<file path="src/rtl/data_in_w_to_n.sv">
// Splits IN_W-bit words into OUT_W-bit groups, one group per request edge,
// with a single holding buffer behind the active word for back-to-back words.
module data_in_w_to_n #(
    parameter  int IN_W      = 64,
    parameter  int OUT_W     = 8,
    parameter  int MSB_FIRST = 0,
    localparam int GROUPS    = IN_W / OUT_W,
    localparam int IDX_W     = $clog2(GROUPS)
) (
    input  logic               clk,
    input  logic               rst_n,
    input  logic [IN_W-1:0]    data_in,
    input  logic               data_in_valid,
    output logic               data_in_ready,
    input  logic               tx_req,
    input  logic               manual_start,
    input  logic               err_clr,
    output logic [OUT_W-1:0]   data_out,
    output logic               tx_enable,
    output logic [IDX_W-1:0]   group_idx,
    output logic               last_group,
    output logic               busy,
    output logic               underrun
);

    localparam logic [IDX_W-1:0] LAST_IDX = IDX_W'(GROUPS - 1);

    logic                           r_tx_req_d;
    logic                           r_manual_start_d;
    logic                           r_pend;
    logic [IN_W-1:0]                r_active;
    logic [IN_W-1:0]                r_hold;
    logic                           r_active_valid;
    logic                           r_hold_full;
    logic [OUT_W-1:0]               r_data_out;
    logic [IDX_W-1:0]               r_group_idx;
    logic                           r_tx_enable;
    logic                           r_underrun;

    logic                           w_edge;
    logic                           w_req;
    logic                           w_remaining;
    logic                           w_accept;
    logic                           w_advance;
    logic                           w_load;
    logic                           w_underrun_evt;
    logic [IDX_W-1:0]               w_next_idx;
    logic [IDX_W-1:0]               w_sel;
    logic [GROUPS-1:0][OUT_W-1:0]   w_active_groups;
    logic [OUT_W-1:0]               w_adv_group;
    logic [OUT_W-1:0]               w_hold_group0;

    logic                           w_pend_nxt;
    logic                           w_active_valid_nxt;
    logic                           w_hold_full_nxt;
    logic [OUT_W-1:0]               w_data_out_nxt;
    logic [IDX_W-1:0]               w_group_idx_nxt;
    logic                           w_underrun_nxt;

    // Simultaneous edges merge into one event; an edge landing on a tx_enable
    // cycle is parked in r_pend so pulses are never back to back.
    assign w_edge = (tx_req & ~r_tx_req_d) | (manual_start & ~r_manual_start_d);
    assign w_req  = (w_edge | r_pend) & ~r_tx_enable;

    assign w_remaining    = r_active_valid && (r_group_idx != LAST_IDX);
    assign w_accept       = data_in_valid && !r_hold_full;
    assign w_advance      = w_req && w_remaining;
    assign w_load         = w_req && !w_remaining && r_hold_full;
    assign w_underrun_evt = w_req && !w_remaining && !r_hold_full;

    assign w_next_idx      = r_group_idx + 1'b1;
    assign w_sel           = (MSB_FIRST != 0) ? (LAST_IDX - w_next_idx) : w_next_idx;
    assign w_active_groups = r_active;
    assign w_adv_group     = w_active_groups[w_sel];
    assign w_hold_group0   = (MSB_FIRST != 0) ? r_hold[IN_W-1 -: OUT_W] : r_hold[OUT_W-1:0];

    always_comb begin
        // NOTE: every output of this block gets a default first, so no path leaves a latch.
        w_pend_nxt         = (w_edge | r_pend) & r_tx_enable;
        w_active_valid_nxt = r_active_valid;
        w_hold_full_nxt    = r_hold_full;
        w_data_out_nxt     = r_data_out;
        w_group_idx_nxt    = r_group_idx;
        w_underrun_nxt     = r_underrun;

        if (w_advance) begin
            w_data_out_nxt  = w_adv_group;
            w_group_idx_nxt = w_next_idx;
        end else if (w_load) begin
            w_data_out_nxt     = w_hold_group0;
            w_group_idx_nxt    = '0;
            w_active_valid_nxt = 1'b1;
        end

        // Acceptance needs an empty buffer and a load needs a full one, so
        // they never coincide; a request this cycle only sees the old state.
        if (w_accept) begin
            w_hold_full_nxt = 1'b1;
        end else if (w_load) begin
            w_hold_full_nxt = 1'b0;
        end

        if (w_underrun_evt) begin
            w_underrun_nxt = 1'b1;
        end else if (err_clr) begin
            w_underrun_nxt = 1'b0;
        end
    end

    always_ff @(posedge clk or negedge rst_n) begin
        if (!rst_n) begin
            r_tx_req_d       <= 1'b0;
            r_manual_start_d <= 1'b0;
            r_pend           <= 1'b0;
            r_active_valid   <= 1'b0;
            r_hold_full      <= 1'b0;
            r_data_out       <= '0;
            r_group_idx      <= '0;
            r_tx_enable      <= 1'b0;
            r_underrun       <= 1'b0;
        end else begin
            // NOTE: state registers use non-blocking assignment so every flop samples pre-edge values.
            r_tx_req_d       <= tx_req;
            r_manual_start_d <= manual_start;
            r_pend           <= w_pend_nxt;
            r_active_valid   <= w_active_valid_nxt;
            r_hold_full      <= w_hold_full_nxt;
            r_data_out       <= w_data_out_nxt;
            r_group_idx      <= w_group_idx_nxt;
            r_tx_enable      <= w_advance | w_load;
            r_underrun       <= w_underrun_nxt;
        end
    end

    // NOTE: word payloads carry no reset; their valid/full flags gate every use.
    always_ff @(posedge clk) begin
        if (w_accept) begin
            r_hold <= data_in;
        end
        if (w_load) begin
            r_active <= r_hold;
        end
    end

    assign data_in_ready = ~r_hold_full;
    assign data_out      = r_data_out;
    assign tx_enable     = r_tx_enable;
    assign group_idx     = r_group_idx;
    assign last_group    = r_active_valid && (r_group_idx == LAST_IDX);
    assign busy          = w_remaining || r_hold_full;
    assign underrun      = r_underrun;

endmodule
</file>
<file path="config.mk">
export PLATFORM = sky130hd
export DESIGN_NAME = data_in_w_to_n
export DESIGN_NICKNAME = d
export VERILOG_FILES = /design/src/rtl/data_in_w_to_n.sv
export SDC_FILE = /design/constraint.sdc
export NUM_CORES = 1
export LEC_CHECK = 0
export ABC_AREA = 1
export CORE_ASPECT_RATIO = 1.1
export CORE_MARGIN = 4
export CORE_UTILIZATION = 53
export DETAILED_ROUTE_END_ITERATION = 12
export HOLD_SLACK_MARGIN = 0.1
export PLACE_DENSITY = 0.85
export SYNTH_ARGS = -nofsm -noshare
export SYNTH_HDL_FRONTEND = slang
export SYNTH_SLANG_ARGS = --single-unit
export TNS_END_PERCENT = 50
</file>
<file path="constraint.sdc">
create_clock -name clk -period 3.9 [get_ports clk]
set_input_delay 0.39 -clock clk [delete_from_list [all_inputs] [get_ports clk]]
set_output_delay 0.39 -clock clk [all_outputs]
set_load 0.005 [all_outputs]
</file>
Word-level counts from Yosys, hierarchy flattened
Index checks and enable logic that the tools add are counted.

$lt $le $gt $ge: 1. Reductions and logical operators: 14. Add/subtract/negate cells: 1. Bitwise logic cells: 12. Mux-type cells: 10. Eq/ne operators: 2.

Operators by type and width (number): $bmux 8 s3 (1); $mux 8 (3); $logic_and 1x1->1 (7); $mux 3 (2); $reduce_bool 2->1 (3); $not 1->1 (5); $and 1x1->1 (4); $lt 3x4->1 const B (1); $mux 1 (4); $add 3x1->3 const B (1); $eq 3x3->1 const B (1); $ne 3x3->1 const B (1); $or 1x1->1 (3); $logic_not 1->1 (2); $reduce_and 2->1 (1); $logic_or 1x1->1 (1).

Flip-flop bits (word level): 146. Logic and storage cells: 51. Input bits: 70.

Logic depth before layout (Yosys ltp)
Word-level depth: 9. Mapped depth: 10. Mapped depth without buffers: 9.

Least setup slack after synthesis
Ideal clock, no wire load.

Path kind: input port to flip-flop. Start point: input data_in_valid. End point: register r_hold[0], enable pin. Arrival: 3114 ps. Setup time: 488 ps. Path buffers: 0. Slack: 298 ps. Cell stages on the path: 2. Cell sequence: inv_1 nor2_1.

Word-level cells in the longest chain between the ends: 1.

RTL lines: from (decl) (RTL line 13) `input logic data_in_valid,`; $logic_and 1x1->1 (RTL line 66) `assign w_accept = data_in_valid && !r_hold_full;`; named net w_accept (RTL line 43) `logic w_accept;`; to (signal assigned) (RTL line 138) `r_hold <= data_in;`; to (decl) (RTL line 32) `logic [IN_W-1:0] r_hold;`.

The timed path passes the listed nets, and every way through them passes these cells. A chain may end at the register's enable or synchronous reset.

Final worst setup path
Start point: register r_group_idx[1] (netlist: group_idx[1]). End point: output busy.

Word-level cells in the longest chain between the ends: 3.

RTL lines: from (decl) (RTL line 36) `logic [IDX_W-1:0] r_group_idx;`; from (signal assigned) (RTL line 129) `r_group_idx <= w_group_idx_nxt;`; $ne 3x3->1 (RTL line 65) `assign w_remaining = r_active_valid && (r_group_idx != LAST_IDX);`; $logic_and 1x1->1 (RTL line 65); $logic_or 1x1->1 (RTL line 150) `assign busy = w_remaining || r_hold_full;`; to (decl) (RTL line 22) `output logic busy,`.

Every way passes these cells.

==> run metrics <==
routability cong. 0.813; sequential fraction of the synthesis area 77.3%; H-tree depth 4; synthesis-to-layout area growth 26.8%; first-pass GRT wire length 16800 um; # rows 38; power density over the cells 631 nW/um^2; CTS root buf clkbuf_8; leak pwr 0.00288 uW; DIE AREA 12200 um^2; initial core utilization 55.4%; DRC viols 0; # diodes 0; Final Hold Fails 0; largest net degree at the start of global routing 65; Netlist cell types 18; Final period util 63.8%; outcome finished, final reports clean; clk buf depth 2; Yosys top cell area share 69.2%; Crit path required time 3510 ps; crit path capture type primary output; CP Data Arrival Time 2100 ps; area leader, netlist edfxtp_1; cell with the most instances after synthesis edfxtp_1; chip height 115 um; fmax 402 MHz; Worst R2R Path Depth 7; port buffer count 85; yosys warns 0; Most used DFF post-synth edfxtp_1; clk slew on worst S/H paths 60 ps; Syn Nets 499; reg-to-reg slack, setup 1500 ps; post-synthesis async set-or-reset flop share 12.3%; share of cells above drive strength 1 8.26%; worst r2r src group_idx[1]; Die X-Extent 106 um; post-CTS setup buffer count 0; setup tns final 0 ps; max-cap violations 0; Layout Nets 592; min cycle time layout 2490 ps; RSZ-0062 raised after global routing no; Worst VDD drop 0.413 mV; DP Wirelength 6810 um; Setup Skew 6.07 ps; Slew @ Worst Pin 800 ps; Post-Syn Area 5560 um^2; vias in the first global route 3546; crit-path max FO 4; CTS tree done; Worst-Skew Late Latency 520 ps; Slew headroom 46.5%; post-layout util 70.2%; hold_buf cts 0; Final ANT Viol Nets 0; FF+latch count, synth 146; GR Overflow Total 0; largest cells by area after synthesis edfxtp_1 (69%), dfrtp_1 (8.1%), inv_1 (6.3%), nand2_1 (5.5%), nand3_1 (5.3%); Reg-to-Reg End r_active[20]; critical path type reg2out; Critical Path Source Type flop; Post-Syn Instances 427; initial antenna violation count 0; top post-synthesis cells by count edfxtp_1 (128), inv_1 (93), nand2_1 (81), nand3_1 (59), dfrtp_1 (18); Iter 0 DRT Violations 244; core area 10000 um^2; wire per inst 15.4 um; Hold Path Class in2async; TritonRoute pass-1 iters 4; Syn Area/Cell 13.0 um^2; clock sink count 146; final setup vio count 0; max-slew violations 0; Vias 3335; drt via density 4.96; top-level port count 86; post-cts resize count 0; post-detailed-routing wire length 10300 um; number of synthesized flops with an enable pin 128; Total GRT Usage 18.3%; TritonCTS Buffers 17
[worst max-delay path by stage]
stage,to,from,cells after the start,slack (ps)
6_report,busy,group_idx[1],6,1410
5_1_grt,r_active[20],group_idx[1],7,1300
4_1_cts,busy,group_idx[1],6,1380
3_5_place_dp,r_active[35],tx_req,8,1160
3_3_place_gp,r_active[35],manual_start,8,1300
2_1_floorplan,r_hold[0],data_in_valid,2,300
[registers in the layout, summed over array words and instances, names as in the netlist]
name and count:
data_out 8, group_idx 3, r_active 64, r_active_valid 1, r_hold 64, r_hold_full 1, r_manual_start_d 1, r_pend 1
r_tx_req_d 1, tx_enable 1, underrun 1
[per-layer routing]
layer / GRT usage [%] / wire length [um] / up-vias
met1: 20.4 / 3830 / 1578
met4: 9.84 / 243 / 0
met3: 4.94 / 751 / 24
met5: 0 / 0 / -
li1: - / - / 1584
met2: 32.3 / 5500 / 149
[layout by cell type (no fill, tap or decap)]
cell type / n
nor2_2: 1
inv_1: 92
dfrtp_1: 18
inv_4: 1
o21ai_0: 5
nor2_4: 2
clkbuf_8: 1
ha_1: 2
nand3_1: 59
nand3_2: 2
clkbuf_16: 16
inv_2: 4
clkdlybuf4s50_1: 85
a21oi_1: 16
clkbuf_1: 1
clkinv_2: 1
inv_6: 4
clkinvlp_4: 3
buf_4: 3
clkinv_4: 4
bufinv_16: 1
nand2_2: 1
edfxtp_1: 128
clkinv_1: 2
nand2_1: 81
[worst max-delay path, cell delays in order, from the launching register on]
cell             delay, ps
dfrtp_1                400
ha_1                   190
ha_1                   220
nor2_4                 130
inv_2                   60
nand2_2                 70
clkdlybuf4s50_1        510
[area by class of cell]
type | instances | area (um^2)
sequential | 146 | 4290
fill | 654 | 2990
timing repair buffer | 88 | 873
multi-input combinational | 169 | 785
clock buffer | 18 | 418
inverter | 98 | 370
tap | 140 | 175
clock inverter | 14 | 131
[cell families after synthesis]
logic type | count (synthesis) | share of synthesized area, %
flip-flops | 146 | 77.3
AND/OR/NAND/NOR | 146 | 11.6
buffers and inverters | 112 | 8.72
AO/OA/AOI/OAI | 21 | 1.89
adder cells (fa/ha/maj) | 2 | 0.450
[stage by stage]
step           power, uW  instance area (um^2)  hold slack (ps)  instances  setup slack (ps)
2_1_floorplan       2660                  5560             94.4        427               298
5_1_grt             4670                  7050              352        673              1300
6_report            4450                  7050              341        673              1410
3_5_place_dp        2990                  6500              405        641              1160
3_3_place_gp        2940                  6500              408        641              1300
4_1_cts             4470                  7050              332        673              1380
[power breakdown]
group          leakage (uW)  internal, uW  switching [uW]
sequential          0.00136          1820            59.2
clock              0.000260           852             613
combinational       0.00126           420             678
total               0.00288          3100            1350
Note: power is estimated with default switching activity, not from simulation.
